==> config.mk <==
export PLATFORM = sky130hd
export DESIGN_NAME = aba_sub_pipe
export DESIGN_NICKNAME = d
export VERILOG_FILES = /design/src/rtl/aba_pkg.sv /design/src/rtl/LCA4bit.sv /design/src/rtl/aba_sub_pipe.sv
export SDC_FILE = /design/constraint.sdc
export NUM_CORES = 1
export LEC_CHECK = 0
export ABC_CLOCK_PERIOD_IN_PS = 2260
export CAP_MARGIN = 15
export CELL_PAD_IN_SITES_DETAIL_PLACEMENT = 1
export CELL_PAD_IN_SITES_GLOBAL_PLACEMENT = 2
export CORE_AREA = 10 10 120 122
export DETAILED_ROUTE_END_ITERATION = 10
export DIE_AREA = 0 0 130 132
export GPL_ROUTABILITY_DRIVEN = 0
export PLACE_DENSITY = 0.9
export RECOVER_POWER = 50
export SETUP_SLACK_MARGIN = 0.4
export SLEW_MARGIN = 40
export SYNTH_ARGS = -nofsm -noshare
export SYNTH_HDL_FRONTEND = slang
export SYNTH_SLANG_ARGS = --single-unit
==> constraint.sdc <==
create_clock -name clk -period 2.26 [get_ports clk]
set_input_delay 0.226 -clock clk [delete_from_list [all_inputs] [get_ports clk]]
set_output_delay 0.226 -clock clk [all_outputs]
set_load 0.02 [all_outputs]
==> src/rtl/aba_pkg.sv <==
// Shared definitions for the pipelined subtractor aba_sub_pipe.
// Holds the segment width, the stage-count derivation and the payload that
// travels between register stages.
package aba_pkg;

  localparam int LCA_WIDTH = 4;
  localparam int ABA_WIDTH = 17;

  // One register stage per 4-bit segment; the extra MSB rides in the last stage.
  function automatic int nseg_of(input int width);
    return (width - 1) / LCA_WIDTH;
  endfunction

  localparam int NSEG = nseg_of(ABA_WIDTH);

  // diff holds the segments resolved so far (low bits first); a_rem/bn_rem
  // carry the operands (b already inverted) for the segments still to come.
  typedef struct packed {
    logic                 valid;
    logic [ABA_WIDTH-1:0] diff;
    logic                 carry;
    logic [ABA_WIDTH-1:0] a_rem;
    logic [ABA_WIDTH-1:0] bn_rem;
  } stage_t;

endpackage

==> src/rtl/LCA4bit.sv <==
// 4-bit carry-lookahead adder slice used for every segment of aba_sub_pipe.
module LCA4bit
  import aba_pkg::*;
(
  input  logic [LCA_WIDTH-1:0] a,
  input  logic [LCA_WIDTH-1:0] b,
  input  logic                 cin,
  output logic [LCA_WIDTH-1:0] sum,
  output logic                 cout
);

  logic [LCA_WIDTH-1:0] g;
  logic [LCA_WIDTH-1:0] p;
  logic [LCA_WIDTH:0]   c;

  assign g = a & b;
  assign p = a ^ b;

  // Flattened lookahead carries, all derived directly from cin.
  assign c[0] = cin;
  assign c[1] = g[0] | (p[0] & c[0]);
  assign c[2] = g[1] | (p[1] & g[0]) | (p[1] & p[0] & c[0]);
  assign c[3] = g[2] | (p[2] & g[1]) | (p[2] & p[1] & g[0])
              | (p[2] & p[1] & p[0] & c[0]);
  assign c[4] = g[3] | (p[3] & g[2]) | (p[3] & p[2] & g[1])
              | (p[3] & p[2] & p[1] & g[0]) | (&p & c[0]);

  assign sum  = p ^ c[LCA_WIDTH-1:0];
  assign cout = c[LCA_WIDTH];

endmodule

==> src/rtl/aba_sub_pipe.sv <==
// Pipelined unsigned subtractor: out_diff = a - b mod 2^WIDTH computed as
// a + ~b + 1, one 4-bit segment per register stage, MSB full-adder in the
// last stage. out_borrow is the inverted final carry.
// Build option: define ABA_SUB_APPROX_EN to skip segment 0 (low nibble
// replicated from a[3], a[3] used as carry into segment 1). Latency and
// handshake are unchanged.
module aba_sub_pipe
  import aba_pkg::stage_t, aba_pkg::nseg_of, aba_pkg::ABA_WIDTH;
#(
  parameter int WIDTH     = 17,
  parameter int LCA_WIDTH = 4
) (
  input  logic             clk,
  input  logic             rst_n,
  input  logic             in_valid,
  output logic             in_ready,
  input  logic [WIDTH-1:0] a,
  input  logic [WIDTH-1:0] b,
  output logic             out_valid,
  input  logic             out_ready,
  output logic [WIDTH-1:0] out_diff,
  output logic             out_borrow
);

  localparam int NSEG = nseg_of(WIDTH);
  localparam int LAST = NSEG - 1;

  // The stage payload is sized by the package, so WIDTH must match it.
  if (WIDTH != ABA_WIDTH || LCA_WIDTH != 4 || WIDTH != 4 * NSEG + 1 || NSEG < 2) begin : g_bad_cfg
    $error("aba_sub_pipe: unsupported WIDTH/LCA_WIDTH combination");
  end

  logic                 en;
  stage_t               pipe [NSEG-1];
  stage_t               nxt  [NSEG-1];
  logic [LCA_WIDTH-1:0] seg_sum  [NSEG];
  logic                 seg_cout [NSEG];
  logic                 msb_a;
  logic                 msb_b;
  logic                 msb_sum;
  logic                 msb_cout;
  logic                 unused_bits;

  // Whole pipeline moves as one; a stalled output freezes every stage.
  assign en       = !out_valid || out_ready;
  assign in_ready = en;

`ifdef ABA_SUB_APPROX_EN
  localparam int SEG_LO = 1;
  assign seg_sum[0]  = {LCA_WIDTH{a[LCA_WIDTH-1]}};
  assign seg_cout[0] = a[LCA_WIDTH-1];
`else
  localparam int SEG_LO = 0;
`endif

  // Segment 0 works on the live inputs; segment k on stage k-1's payload.
  for (genvar k = SEG_LO; k < NSEG; k++) begin : g_seg
    logic [LCA_WIDTH-1:0] sa;
    logic [LCA_WIDTH-1:0] sb;
    logic                 ci;
    if (k == 0) begin : g_first
      assign sa = a[LCA_WIDTH-1:0];
      assign sb = ~b[LCA_WIDTH-1:0];
      assign ci = 1'b1;
    end else begin : g_next
      assign sa = pipe[k-1].a_rem[k*LCA_WIDTH +: LCA_WIDTH];
      assign sb = pipe[k-1].bn_rem[k*LCA_WIDTH +: LCA_WIDTH];
      assign ci = pipe[k-1].carry;
    end
    LCA4bit u_lca (
      .a    (sa),
      .b    (sb),
      .cin  (ci),
      .sum  (seg_sum[k]),
      .cout (seg_cout[k])
    );
  end

  // Next payload for each intermediate stage: splice in the newly resolved segment.
  always_comb begin
    nxt[0]                          = '0;
    nxt[0].valid                    = in_valid;
    nxt[0].diff[LCA_WIDTH-1:0]      = seg_sum[0];
    nxt[0].carry                    = seg_cout[0];
    nxt[0].a_rem                    = a;
    nxt[0].bn_rem                   = ~b;
    for (int k = 1; k < NSEG - 1; k++) begin
      nxt[k]                                   = pipe[k-1];
      nxt[k].diff[k*LCA_WIDTH +: LCA_WIDTH]    = seg_sum[k];
      nxt[k].carry                             = seg_cout[k];
    end
  end

  assign msb_a    = pipe[NSEG-2].a_rem[WIDTH-1];
  assign msb_b    = pipe[NSEG-2].bn_rem[WIDTH-1];
  assign msb_sum  = msb_a ^ msb_b ^ seg_cout[LAST];
  assign msb_cout = (msb_a & msb_b) | (seg_cout[LAST] & (msb_a ^ msb_b));

  // Already-consumed operand bits and not-yet-filled diff bits of the final payload.
  assign unused_bits = ^{pipe[NSEG-2].a_rem[LAST*LCA_WIDTH-1:0],
                         pipe[NSEG-2].bn_rem[LAST*LCA_WIDTH-1:0],
                         pipe[NSEG-2].diff[WIDTH-1:LAST*LCA_WIDTH]};

  // Stage registers; data only loads alongside a valid item so bubbles do not toggle it.
  always_ff @(posedge clk or negedge rst_n) begin
    if (!rst_n) begin
      for (int k = 0; k < NSEG - 1; k++) pipe[k] <= '0;
      out_valid  <= 1'b0;
      out_diff   <= '0;
      out_borrow <= 1'b0;
    end else if (en) begin
      for (int k = 0; k < NSEG - 1; k++) begin
        if (nxt[k].valid) pipe[k] <= nxt[k];
        else              pipe[k].valid <= 1'b0;
      end
      out_valid <= pipe[NSEG-2].valid;
      if (pipe[NSEG-2].valid) begin
        out_diff   <= {msb_sum, seg_sum[LAST], pipe[NSEG-2].diff[LAST*LCA_WIDTH-1:0]};
        out_borrow <= ~msb_cout;
      end
    end
  end

endmodule

==> Word-level counts from Yosys, hierarchy flattened <==
Index checks and enable logic that the tools add are counted.
{ "totals": {"register_bits": 151, "in_bits": 38, "ram_bits": 0, "latchBits": 0, "romBits": 0, "memories": 0} }
{ "op_classes": {"n_eq_ne": 0, "shifts": 0, "reduce_logical": 10, "n_bitwise": 116, "n_addsub": 0, "div_mod_pow": 0, "mul": 0, "order_cmp": 0, "muxes": 3} }
{ "op_table": {"columns": ["cell", "count"], "rows": [
  ["$and 1x1->1", 58],
  ["$or 1x1->1", 41],
  ["$xor 4x4->4", 8],
  ["$not 17->17", 1],
  ["$and 4x4->4", 4],
  ["$reduce_and 4->1", 4],
  ["$reduce_and 2->1", 4],
  ["$not 4->4", 1],
  ["$mux 1", 3],
  ["$xor 1x1->1", 2],
  ["$logic_not 1->1", 1],
  ["$logic_or 1x1->1", 1],
  ["$not 1->1", 1]
]} }

==> Depth between registers and ports, before layout <==
Gate-level depths: netlist of the first run.
{ "logic_depth": {"depth_word": 9, "ltp_mapped": 6, "ltp_nobuf": 6} }

==> Cells and area by module <==
Synthesis of the first run repeated with hierarchy kept, for this count alone.
{ "unflattened": {"hier_cells": 314, "hier_area_um2": 4733.3} }
{ "modules_own_cells": {"columns": ["module", "n_inst", "area_per_inst_um2", "cells_per_inst", "seq_area_each_um2"], "rows": [
  ["aba_sub_pipe", 1, 4142.7, 246, 2577.5],
  ["LCA4bit", 4, 147.6, 17, 0.0]
]} }

==> Least setup slack after synthesis of the first run <==
No wires, ideal clock.
{ "synth_path": {"path_type": "reg-to-reg", "startpoint": "reg pipe (netlist bit g_seg[3].sa[0])", "endpoint": "reg out_diff[16]", "path_stages_with_launch": 7, "arrival_ns": 1.937, "setup_ns": 0.125, "path_slack_ns": 0.197, "period_less_slack_ns": 2.063, "required_time_ns": 2.135, "path_buffers": 0, "path_cell_list": "dfrtp_1 -> ha_1 -> a211oi_1 -> o21bai_1 -> a21o_1 -> fa_1 -> mux2_4"} }
{ "synth_between": {"elab_chain_cells": 5, "word_cells_on_any_way": 8, "classes_between": "bitwise: 7; reduce/logical: 1"} }
{ "synth_rtl": {"columns": ["element", "line", "rtl"], "rows": [
  ["from (decl)", "aba_sub_pipe.sv:34", "stage_t pipe [NSEG-1];"],
  ["from (signal, indexed assignment)", "aba_sub_pipe.sv:113", "if (nxt[k].valid) pipe[k] <= nxt[k];"],
  ["$xor 4x4->4 or $and 4x4->4 (tied branches)", "LCA4bit.sv:17, LCA4bit.sv:16", null],
  ["$reduce_and 4->1 or $and 1x1->1 (tied branches)", "LCA4bit.sv:26", "| (p[3] & p[2] & p[1] & g[0]) | (&p & c[0]);"],
  ["$and 1x1->1 or $or 1x1->1 (tied branches)", "LCA4bit.sv:26", null],
  ["$or 1x1->1 (*)", "LCA4bit.sv:26", null],
  ["$xor 1x1->1 (*)", "aba_sub_pipe.sv:96", "assign msb_sum = msb_a ^ msb_b ^ seg_cout[LAST];"],
  ["net msb_sum", "aba_sub_pipe.sv:40", "logic msb_sum;"],
  ["to (signal assigned)", "aba_sub_pipe.sv:118", "out_diff <= {msb_sum, seg_sum[LAST], pipe[NSEG-2].diff[LAST*LCA_WIDTH-1:0]};"],
  ["to (decl)", "aba_sub_pipe.sv:21", "output logic [WIDTH-1:0] out_diff,"]
]} }
Mark *: on every way through the listed nets, which the timed path passes. The rest lies on a longest branch.
A chain may end at the register's enable or synchronous reset.

==> Worst setup path after layout of the first run <==
{ "layout_path": {"startpoint": "reg pipe (netlist bit g_seg[3].sb[0])", "endpoint": "reg out_diff[16]"} }
Same word-level chain as after synthesis.

==> results of run 1 <==
-- final timing paths --
path / endpoint / cells after the start / startpoint / slack, ps
max: out_diff[16] / 6 / g_seg[3].sb[0] / 280
max in group asynchronous: out_diff[7] / 3 / rst_n / 670
max reg2reg: out_diff[16] / 6 / g_seg[3].sb[0] / 280
min reg2reg: nxt[39] / 2 / nxt[39] / 480
min: nxt[61] / 2 / b[8] / 450
min in group asynchronous: nxt[88] / 2 / rst_n / 630
-- synth_stat cells --
master                     instances
sky130_fd_sc_hd__a211oi_1          6
sky130_fd_sc_hd__a21o_1            1
sky130_fd_sc_hd__a21oi_1           4
sky130_fd_sc_hd__buf_2             4
sky130_fd_sc_hd__buf_6             7
sky130_fd_sc_hd__buf_8             1
sky130_fd_sc_hd__clkbuf_2          1
sky130_fd_sc_hd__dfrtp_1         103
sky130_fd_sc_hd__fa_1              4
sky130_fd_sc_hd__ha_1             17
sky130_fd_sc_hd__inv_1            14
sky130_fd_sc_hd__mux2_1            3
sky130_fd_sc_hd__mux2_2           13
sky130_fd_sc_hd__mux2_4           51
sky130_fd_sc_hd__nand2_1          31
sky130_fd_sc_hd__nand2_4           3
sky130_fd_sc_hd__nand2_8           1
sky130_fd_sc_hd__nand2b_1          1
sky130_fd_sc_hd__nand2b_4          1
sky130_fd_sc_hd__nor2_1            7
sky130_fd_sc_hd__o211ai_1          1
sky130_fd_sc_hd__o21ai_0          36
sky130_fd_sc_hd__o21bai_1          3
sky130_fd_sc_hd__xnor2_1           9
sky130_fd_sc_hd__xor2_1            3
-- logic make-up after synthesis --
| group | after synthesis | synth area share |
|---|---|---|
| DFF | 103 | 0.561 |
| muxes | 67 | 0.206 |
| AOI/OAI and AO/OA | 51 | 0.0616 |
| and+or+nand+nor | 44 | 0.0471 |
| buffers and inverters | 27 | 0.0373 |
| adders and majority gates | 21 | 0.0638 |
| xor gates and xnor gates | 12 | 0.0229 |
-- stage by stage --
stage / setup WS (ps) / cells / power, mW / area, µm²
after detailed placement: 171 / 518 / 6.58 / 5260
after floorplan: 312 / 325 / 5.63 / 4600
after CTS: 164 / 539 / 8.36 / 5620
final: 283 / 541 / 8.35 / 5640
after global routing: 210 / 541 / 8.95 / 5640
after global placement: 274 / 518 / 6.36 / 5260
-- state kept, by name (all words and copies together), names as in the netlist --
signal      flops
pipe           13
msb_a           1
nxt            42
out_diff       17
g_seg.ci        3
out_valid       1
g_seg.sa       12
msb_b           1
out_borrow      1
g_seg.sb       12
-- critical path: cells and delay by family (launching register included) --
kind	cells	cell delay (ps)
compound gates	3	510
mux	1	270
flops	1	420
fa+ha+maj	2	670
-- final cells by class --
type	count	area share
clock buffers	10	0.0406
well taps	147	0.0326
multi-input cells	195	0.331
clock inverters	6	0.0149
inverters	14	0.00932
flip-flops and latches	103	0.457
repair buffers	66	0.114
-- repair_timing --
item | 4_1_cts | 5_1_grt
resized for setup | 4 | 8
buffers inserted | 4 | 2
setup endpoints to repair | 3 | 3
hold buffers | 1 | 0
pin swaps | 3 | 2
endpoints found under the hold margin | 41 | 0
-- routing by layer --
metal / GRT usage / vias up / wire [µm]
met5: 0 / - / 0
met2: 0.175 / 38 / 4330
li1: - / 1240 / -
met1: 0.134 / 1299 / 4120
met4: 0.0544 / 0 / 181
met3: 0.0274 / 9 / 422
-- power by group through the flow --
stage,Sequential (mW),Combinational (mW),Clock [mW]
6_report,3.21,3.51,1.62
3_3_place_gp,3.18,3.19,0
3_5_place_dp,3.25,3.34,0
2_1_floorplan,3.26,2.37,0
4_1_cts,3.21,3.48,1.67
5_1_grt,3.33,3.88,1.75
==> flow_metrics.env, run 1 <==
export IMPL_outcome="finished clean"
export IMPL_yosys_cell_types_count=25
export IMPL_switching_share=0.329
export IMPL_final_core_util=0.474
export IMPL_antenna_diode_count=0
export IMPL_setup_worst_path_start_class="flop"
export IMPL_avgRoutedWirePerCell_um=16.7
export IMPL_power_density_nw_per_um2=1480
export IMPL_hpwl_after_detailed_placement_um=6430
export IMPL_globalRoute_totalOverflow=0
export IMPL_final_hold_worst_slack_ps=450
export IMPL_number_of_clock_sinks_seen_by_cts=103
export IMPL_mappedNetlistArea_um2=4590
export IMPL_timing_max_transition_violations_final=0
export IMPL_fillCellCount=1227
export IMPL_drc_errors=0
export IMPL_postSynthRegisterBits=103
export IMPL_avgSynthCellArea_um2=14.1
export IMPL_critPathMaxFanout=2
export IMPL_detail_route_first_pass_iterations=4
export IMPL_tightest_hold_check_type="in -> reg"
export IMPL_timing_final_setup_violations=0
export IMPL_final_min_period_over_clock_period=0.875
export IMPL_slowest_cell_delay_on_critical_path_ps=420
export IMPL_share_comb_of_total_power=0.421
export IMPL_insertion_delay_ps=350
export IMPL_portBuffers=57
export IMPL_ys_warnings_count=0
export IMPL_detail_route_wirelength_um=9060
export IMPL_finalHoldViolations=0
export IMPL_grt_pass1_vias=2936
export IMPL_worst_setup_path_type="reg -> reg"
export IMPL_routed_via_count=2586
export IMPL_dr_first_iter_drc_count=125
export IMPL_synth_nets=384
export IMPL_sequentialPowerShare=0.385
export IMPL_worstPathArrival_ps=2210
export IMPL_cp_end_kind="flop"
export IMPL_switching_power_mw=2.75
export IMPL_crit_required_ps=2490
export IMPL_post_synth_inst_count=325
export IMPL_rows=40
export IMPL_layout_nets=448
export IMPL_die_w_um=130
export IMPL_antenna_found_initial=0
export IMPL_grt_start_max_net_pins=51
export IMPL_max_vdd_ir_drop_v=0.000409
export IMPL_clock_tree_buffer_depth=2
export IMPL_leakage_nw=2.62
export IMPL_power_frac_clock=0.195
export IMPL_area_occupied_by_multi_input_gates_um2=1870
export IMPL_most_common_cell_after_layout_fill_and_taps_aside="sky130_fd_sc_hd__dfrtp_1"
export IMPL_area_growth_synth_to_final_pct=22.8
export IMPL_seq_area_um2=2580
export IMPL_final_cell_mix="sky130_fd_sc_hd__dfrtp_1, sky130_fd_sc_hd__clkdlybuf4s50_1, sky130_fd_sc_hd__mux2_4, sky130_fd_sc_hd__o21ai_0, sky130_fd_sc_hd__nand2_1"
export IMPL_synth_largest_type_area_fraction=0.561
export IMPL_timing_worst_slew_pin_value_ps=1070
export IMPL_fp_dieArea_um2=17200
export IMPL_io_pin_count=58
export IMPL_slew_headroom=0.284
export IMPL_core_area_um2=11900
export IMPL_grt_setup_unrepaired="yes"
export IMPL_critPathSlowestCell="sky130_fd_sc_hd__dfrtp_1"
export IMPL_synth_seq_area_share=0.561
export IMPL_ctsHtreeMaxLevel=3
export IMPL_numCtsBuffers=9
export IMPL_max_freq_mhz=506
export IMPL_fin_worst_skew_ps=7.74
export IMPL_globalRouteTotalUtil=0.110
export IMPL_tritoncts_clock_tree="built"
export IMPL_grt_pass1_wl_um=15000
export IMPL_cts_root_buf="sky130_fd_sc_hd__clkbuf_16"
export IMPL_synthTopCellsByArea="sky130_fd_sc_hd__dfrtp_1, sky130_fd_sc_hd__mux2_4, sky130_fd_sc_hd__ha_1"
export IMPL_ant_nets=0
export IMPL_max_cap_viols=0
export IMPL_timing_final_crit_period_ps=1980
export IMPL_clk_pin_slew_worst_paths_ps=70
export IMPL_start_util=0.386
export IMPL_cellInternalPower_mw=5.60
export IMPL_tns_ps=0
export IMPL_synth_top_area_cell="sky130_fd_sc_hd__dfrtp_1"
export IMPL_fp_dieH_um=132
export IMPL_vias_per_cell=4.78
export IMPL_post_route_cells_drive_above_1_share=0.239
export IMPL_path_cells="ha_4, a211oi_4, o21bai_2, a21o_1, fa_2, mux2_4"
No activity file was read; power rests on OpenSTA's default activity.
==> run 2: changes to the inputs <==
- ABC_CLOCK_PERIOD_IN_PS: 2260 -> 1900
- GPL_TIMING_DRIVEN: default -> 0
- clock period: 2.26 -> 1.9 ns (I/O delays scaled with it)
==> run 2 against run 1 <==
Effect of this change: the flow now finishes with violations (setup timing); count of clock-buffer cells in the layout is 3 higher; power is 24% higher; die area stayed put; first-iteration DRC count is 14% lower; register-to-register slack worse by 450 ps; critical path type unchanged; hold slack worse by 43 ps; highest routed layer unchanged; flip-flop and latch count stayed put.
==> flow_metrics.env, run 2 (same netlist as run 1, synthesis figures left out) <==
export IMPL_outcome="finished with violations"
export IMPL_violations="setup timing"
export IMPL_most_common_cell_after_layout_fill_and_taps_aside="sky130_fd_sc_hd__dfrtp_1"
export IMPL_antenna_diode_count=0
export IMPL_core_area_um2=11900
export IMPL_detail_route_first_pass_iterations=6
export IMPL_detail_route_wirelength_um=10300
export IMPL_antenna_found_initial=0
export IMPL_die_w_um=130
export IMPL_fillCellCount=1199
export IMPL_final_cell_mix="sky130_fd_sc_hd__dfrtp_1, sky130_fd_sc_hd__mux2_4, sky130_fd_sc_hd__clkdlybuf4s50_1, sky130_fd_sc_hd__nand2_1, sky130_fd_sc_hd__o21ai_0"
export IMPL_clock_tree_buffer_depth=2
export IMPL_crit_required_ps=2140
export IMPL_portBuffers=57
export IMPL_critical_path_launch_point="g_seg[3].sa[0]"
export IMPL_tightest_hold_check_type="in -> reg"
export IMPL_final_cell_count_no_fill=558
export IMPL_timing_max_transition_violations_final=0
export IMPL_reg2reg_to="out_diff[16]"
export IMPL_io_pin_count=58
export IMPL_fp_dieH_um=132
export IMPL_tritoncts_clock_tree="built"
export IMPL_fin_worst_skew_ps=5.35
export IMPL_grt_start_max_net_pins=57
export IMPL_hpwl_after_detailed_placement_um=7280
export IMPL_design_area_um2=5820
export IMPL_drc_errors=0
export IMPL_critPathMaxFanout=2
export IMPL_power_density_nw_per_um2=1780
export IMPL_dr_first_iter_drc_count=108
export IMPL_rows=40
export IMPL_globalRoute_totalOverflow=0
export IMPL_dp_cells=530
export IMPL_tns_ps=-169
export IMPL_worst_setup_path_type="reg -> reg"
export IMPL_grt_pass1_vias=3107
export IMPL_fp_dieArea_um2=17200
export IMPL_setup_worst_path_start_class="flop"
export IMPL_reg2reg_from="g_seg[3].sa[0]"
export IMPL_number_of_clock_sinks_seen_by_cts=103
export IMPL_final_min_period_over_clock_period=1.09
export IMPL_cp_end_kind="flop"
export IMPL_ant_nets=0
export IMPL_reg2regPathDepth=6
export IMPL_timing_final_setup_violations=1
export IMPL_routed_via_count=2726
export IMPL_max_vdd_ir_drop_v=0.000544
export IMPL_worstPathArrival_ps=2310
export IMPL_avgRoutedWirePerCell_um=18.4
export IMPL_final_setup_worst_slack_ps=-169
export IMPL_globalRouteTotalUtil=0.123
export IMPL_vias_per_cell=4.89
export IMPL_endpoint="out_diff[16]"
export IMPL_worst_r2r_setup_slack_ps=-170
export IMPL_place_area_um2=5390
export IMPL_start_util=0.386
export IMPL_area_growth_synth_to_final_pct=26.7
export IMPL_max_cap_viols=0
export IMPL_timing_final_crit_period_ps=2070
export IMPL_final_core_util=0.488
export IMPL_post_route_cells_drive_above_1_share=0.304
export IMPL_slew_headroom=0.196
export IMPL_numCtsBuffers=9
export IMPL_cts_root_buf="sky130_fd_sc_hd__clkbuf_16"
export IMPL_leakage_nw=2.77
export IMPL_grt_pass1_wl_um=16800
export IMPL_insertion_delay_ps=350
export IMPL_timing_worst_slew_pin_value_ps=1210
export IMPL_layout_nets=465
export IMPL_max_freq_mhz=483
export IMPL_number_of_flip_flops_in_the_largest_register=42
export IMPL_ctsHtreeMaxLevel=3
export IMPL_finalHoldViolations=0
export IMPL_clk_pin_slew_worst_paths_ps=70
export IMPL_grt_setup_unrepaired="yes"
run 2: through the flow:
stage                     total power, mW  hold WS, ps  worst slack, ps
after floorplan                      6.71         -106            -25.0
after global placement               7.73          464            -3050
after detailed placement             8.05          120             -158
after CTS                            10.1          342             -118
after global routing                 11.0          424             -274
final                                10.4          406             -169
run 2: worst max-delay path, cell delays in order (launching register included):
cell	delay (ps)
sky130_fd_sc_hd__dfrtp_1	390
sky130_fd_sc_hd__ha_1	310
sky130_fd_sc_hd__a211oi_2	270
sky130_fd_sc_hd__o21bai_1	140
sky130_fd_sc_hd__a21o_1	190
sky130_fd_sc_hd__fa_2	400
sky130_fd_sc_hd__mux2_4	270
run 2: worst min-delay path by stage:
stage,start,to,slack [ps],cells past startpoint
2_1_floorplan,rst_n,g_seg[1].ci,-110,0
3_3_place_gp,nxt[65],nxt[65],460,2
3_5_place_dp,rst_n,nxt[88],120,1
4_1_cts,rst_n,nxt[88],340,2
5_1_grt,b[12],nxt[65],420,2
6_report,b[8],nxt[61],410,2
run 2: what timing repair did:
action | 4_1_cts | 5_1_grt
pin swaps | 11 | 21
buffers inserted | 7 | 4
hold endpoints to repair | 47 | 0
gates resized for setup | 35 | 21
hold buffers | 1 | 0
endpoints found under the setup margin | 28 | 15
run 2: report_power, final:
| part | switching, mW | total [mW] | internal [mW] |
|---|---|---|---|
| Clock | 0.789 | 1.85 | 1.06 |
| Sequential | 0.657 | 3.82 | 3.17 |
| Combinational | 2.09 | 4.70 | 2.62 |
run 2: layer usage:
metal / share of wire / wire length [µm] / GRT usage / vias up
met2: 0.52 / 5300 / 0.207 / 41
li1: - / - / - / 1279
met3: 0.032 / 329 / 0.0233 / 14
met5: 0 / 0 / 0 / -
met4: 0.020 / 202 / 0.0563 / 0
met1: 0.43 / 4420 / 0.147 / 1392
run 2: final cells by class:
class	instances	area, µm²	area share
Sequential cell	103	2580	0.443
Multi-Input combinational cell	195	1950	0.335
Timing Repair Buffer	70	651	0.112
Clock buffer	13	250	0.0430
Tap cell	147	184	0.0316
Buffer	13	111	0.0191
Inverter	14	52.6	0.00903
Clock inverter	3	42.5	0.00731
==> run 3: changes to the inputs <==
- SETUP_SLACK_MARGIN: 0.4 -> 0.2
==> run 3 against run 2 <==
Effect of this change: the flow still finishes with violations (setup timing); clock power fell by 6%; sequential power barely moved; combinational power fell by 5.7%; critical path type unchanged; largest cell class unchanged.
==> flow_metrics.env, run 3 (same netlist as run 1, synthesis figures left out) <==
export IMPL_outcome="finished with violations"
export IMPL_violations="setup timing"
export IMPL_critical_path_launch_point="g_seg[3].sb[0]"
export IMPL_antenna_found_initial=0
export IMPL_grt_setup_unrepaired="yes"
export IMPL_fp_dieH_um=132
export IMPL_timing_final_crit_period_ps=2020
export IMPL_reg2reg_from="g_seg[3].sb[0]"
export IMPL_ctsHtreeMaxLevel=3
export IMPL_detail_route_wirelength_um=9760
export IMPL_ant_nets=0
export IMPL_clock_tree_buffer_depth=2
export IMPL_tightest_hold_check_type="in -> reg"
export IMPL_power_density_nw_per_um2=1750
export IMPL_grt_pass1_vias=3045
export IMPL_reg2reg_to="out_diff[16]"
export IMPL_final_hold_worst_slack_ps=409
export IMPL_rows=40
export IMPL_globalRouteTotalUtil=0.119
export IMPL_fin_worst_skew_ps=7.90
export IMPL_hpwl_after_detailed_placement_um=6980
export IMPL_numCtsBuffers=9
export IMPL_routed_via_count=2657
export IMPL_worst_r2r_setup_slack_ps=-120
export IMPL_max_cap_viols=0
export IMPL_insertion_delay_ps=350
export IMPL_fillCellCount=1190
export IMPL_most_common_cell_after_layout_fill_and_taps_aside="sky130_fd_sc_hd__dfrtp_1"
export IMPL_seq_area_um2=2580
export IMPL_critPathMaxFanout=2
export IMPL_avgRoutedWirePerCell_um=17.7
export IMPL_max_freq_mhz=494
export IMPL_setup_worst_path_start_class="flop"
export IMPL_hold_wc_startpoint="b[6]"
export IMPL_final_cell_mix="sky130_fd_sc_hd__dfrtp_1, sky130_fd_sc_hd__clkdlybuf4s50_1, sky130_fd_sc_hd__mux2_4, sky130_fd_sc_hd__o21ai_0, sky130_fd_sc_hd__nand2_1"
export IMPL_finalHoldViolations=0
export IMPL_area_occupied_by_multi_input_gates_um2=1890
export IMPL_drc_errors=0
export IMPL_cts_root_buf="sky130_fd_sc_hd__clkbuf_16"
export IMPL_leakage_nw=2.68
export IMPL_vias_per_cell=4.81
export IMPL_globalRoute_totalOverflow=0
export IMPL_grt_start_max_net_pins=57
export IMPL_timing_worst_slew_pin_value_ps=1160
export IMPL_dp_cells=530
export IMPL_tns_ps=-125
export IMPL_antenna_diode_count=0
export IMPL_timing_final_setup_violations=1
export IMPL_tritoncts_clock_tree="built"
export IMPL_slew_headroom=0.224
export IMPL_detail_route_first_pass_iterations=4
export IMPL_final_min_period_over_clock_period=1.07
export IMPL_clk_pin_slew_worst_paths_ps=70
export IMPL_grt_pass1_wl_um=16100
export IMPL_io_pin_count=58
export IMPL_worst_setup_path_type="reg -> reg"
export IMPL_start_util=0.386
export IMPL_hold_path_end="g_seg[1].sb[2]"
export IMPL_fp_dieArea_um2=17200
export IMPL_timing_max_transition_violations_final=0
export IMPL_die_w_um=130
export IMPL_layout_nets=459
export IMPL_post_route_cells_drive_above_1_share=0.274
export IMPL_final_setup_worst_slack_ps=-125
export IMPL_area_growth_synth_to_final_pct=24.6
export IMPL_crit_required_ps=2140
export IMPL_max_vdd_ir_drop_v=0.000523
export IMPL_final_cell_count_no_fill=552
export IMPL_report_power_total_mw=10.0
export IMPL_portBuffers=57
export IMPL_dr_first_iter_drc_count=86
export IMPL_worstPathArrival_ps=2260
export IMPL_whs_path_depth=2
export IMPL_number_of_flip_flops_in_the_largest_register=42
export IMPL_number_of_clock_sinks_seen_by_cts=103
export IMPL_cp_end_kind="flop"
export IMPL_core_area_um2=11900
export IMPL_reg2regPathDepth=6
[run 3: how the worst max path moves through the flow]
stage                           endpoint
after floorplan             out_diff[16]
after global placement    g_seg[3].sa[0]
after detailed placement    out_diff[16]
after CTS                   out_diff[16]
after global routing        out_diff[16]
final                       out_diff[16]
[run 3: power breakdown]
part,switching [mW],total (mW),internal [mW]
clock network,0.807,1.73,0.928
registers,0.668,3.83,3.17
logic,1.90,4.43,2.53
[run 3: layout make-up]
class | count | area share
well taps | 147 | 0.0322
clock inverters | 4 | 0.00503
repair buffers | 64 | 0.109
inverters | 14 | 0.00919
multi-input cells | 195 | 0.331
clock buffers | 12 | 0.0431
flip-flops and latches | 103 | 0.451
plain buffers | 13 | 0.0195
[run 3: metrics by stage]
step	setup WS [ps]	area [µm²]	util
6_report	-125	5720	0.480
5_1_grt	-213	5720	0.480
4_1_cts	-98.9	5720	0.480
3_5_place_dp	-164	5380	0.452
3_3_place_gp	-3060	5350	0.449
2_1_floorplan	-47.9	4600	-
[run 3: critical path, cell delays in order (launching register included)]
cell and delay (ps):
sky130_fd_sc_hd__dfrtp_1 390, sky130_fd_sc_hd__ha_1 300, sky130_fd_sc_hd__a211oi_2 220, sky130_fd_sc_hd__o21bai_1 130, sky130_fd_sc_hd__a21o_1 190, sky130_fd_sc_hd__fa_2 410
sky130_fd_sc_hd__mux2_4 270
[run 3: what timing repair did]
item	in CTS	in global routing
hold buffers	1	0
gates resized for setup	6	8
endpoints found under the setup margin	5	5
endpoints found under the hold margin	47	0
setup buffers	4	1
pin swaps	2	3
[run 3: routing by layer]
layer	global-route usage	wire length [µm]	part of all wire
met1	0.137	4140	0.42
met2	0.202	5060	0.52
met3	0.0310	384	0.039
met4	0.0494	181	0.019
met5	0	0	0
==> patch, RTL diff (flow settings as in run 3) <==
Make the reset (`rst_n`) synchronous in one clocked block.
--- a/src/rtl/aba_sub_pipe.sv
+++ b/src/rtl/aba_sub_pipe.sv
@@ -102,7 +102,7 @@
                          pipe[NSEG-2].diff[WIDTH-1:LAST*LCA_WIDTH]};
 
   // Stage registers; data only loads alongside a valid item so bubbles do not toggle it.
-  always_ff @(posedge clk or negedge rst_n) begin
+  always_ff @(posedge clk) begin
     if (!rst_n) begin
       for (int k = 0; k < NSEG - 1; k++) pipe[k] <= '0;
       out_valid  <= 1'b0;
Check against the original RTL: differs if rst_n is asserted again (counterexample within 10 cycles, from zero or initial values and one cycle with rst_n low); with rst_n held inactive, the same outputs for 10 cycles.
==> patch against run 3 <==
The flow still finishes with violations (setup timing). Critical path depth is 2 higher. Worst hold slack better by 30 ps. Synthesized cell count rose by 6.2%. Sequential cell count is the same. Via count up 4.7%. Synthesized area shrank 4.7%. Worst setup slack got worse by 15 ps. Critical endpoint is now out_diff[16]. Clock skew is essentially flat. Die area stayed put. Design area fell by 3.0%. Wire length down 3.1%.
Power is not compared: it rests on default switching activity, and its combinational part moved more than twofold at a synthesized area within 25%.
==> patch: results (changes against run 3) <==
[status]
status = complete, but fails checks
failed_checks = setup timing

[timing]
clock-skew-final_ps = 8.08  ; +0.173 ps
max-slew-margin-rel_pct = 69.2  ; +47 points
setup_violations = 2  ; +1
timing.final.ws_setup_ps = -139  ; -14.8 ps

[finish]
fin_nets = 481  ; +4.8%
fillers = 1254  ; +5.4%

[yosys]
synth_edf_count = 83  ; +83
syn_nets = 404  ; +5.2%
synth_area_leaders = edfxtp_1, dfxtp_1, and3_1, ha_1, nand2_1

[detailed_routing]
met3_length_um = 441  ; +15%
drtIter0Drc = 139  ; +62%
wl_met2_um = 4570  ; -9.7%
via_count = 2781  ; +4.7%
wire_per_inst_um = 16.5  ; -6.7%

[global_route]
grt_use_met1_pct = 12.9  ; -0.82 points
grt_pass1_vias = 3062  ; +0.56%
grt_use_met2_pct = 18.5  ; -1.8 points
met3_usage_pct = 3.02  ; -0.080 points
grt_pass1_wl_um = 15200  ; -5.7%
grt_max_degree = 32  ; -44%

[setup_path]
r2r_cells = 8  ; +2
reg2reg_to = out_diff[16]

[hold_path]
min_from = b[5]
min_to = pipe[0][5]

[patch: cell families (layout without fill, tap and decap cells)]
kind of cell | Yosys count | in the layout | synth area share [%]
simple gates | 143 | 143 | 16.3
xor+xnor | 8 | 8 | 1.60
buf+inv | 32 | 113 | 3.06
fa+ha+maj | 21 | 21 | 6.69
compound gates | 38 | 38 | 6.18
flops | 103 | 103 | 66.1
[patch: layout make-up]
class	instances	area, um2	area share (%)
Clock buffer	10	229	4.13
Sequential cell	103	2890	52.1
Clock inverter	5	36.3	0.654
Inverter	12	47.5	0.857
Timing Repair Buffer	66	639	11.5
Tap cell	147	184	3.31
Multi-Input combinational cell	210	1420	25.6
Buffer	20	100	1.80
[patch: repair_timing]
item / 4_1_cts / 5_1_grt
setup buffers: 5 / 4
pin swaps: 4 / 3
resized for setup: 11 / 9
endpoints found under the setup margin: 105 / 61
[patch: critical path: stages, from the launching register on]
cell      delay, ps
edfxtp_1        410
ha_1            320
a211oi_2        250
nor3b_2         100
o21ai_1         150
nand2b_1         90
fa_1            480
nand2_1          60
a21boi_1        110
[patch: worst max-delay path by stage]
stage,start,end,slack [ps],cells after the start
6_report,pipe[2][29],out_diff[16],-140,8
5_1_grt,pipe[2][29],out_diff[16],-240,8
4_1_cts,pipe[2][29],out_diff[16],-160,8
3_5_place_dp,rst_n,pipe[2][45],-540,4
3_3_place_gp,rst_n,pipe[2][45],-430,4
2_1_floorplan,pipe[2][29],out_diff[16],60,8
[patch: through the flow]
step	hold slack, ps	TNS [ps]	area [um2]	std cells
floorplan	375	0	4400	345
global placement	450	-29170	5160	549
detailed placement	458	-38730	5160	549
CTS	439	-225	5490	569
global route	454	-412	5550	573
finish	439	-195	5550	573
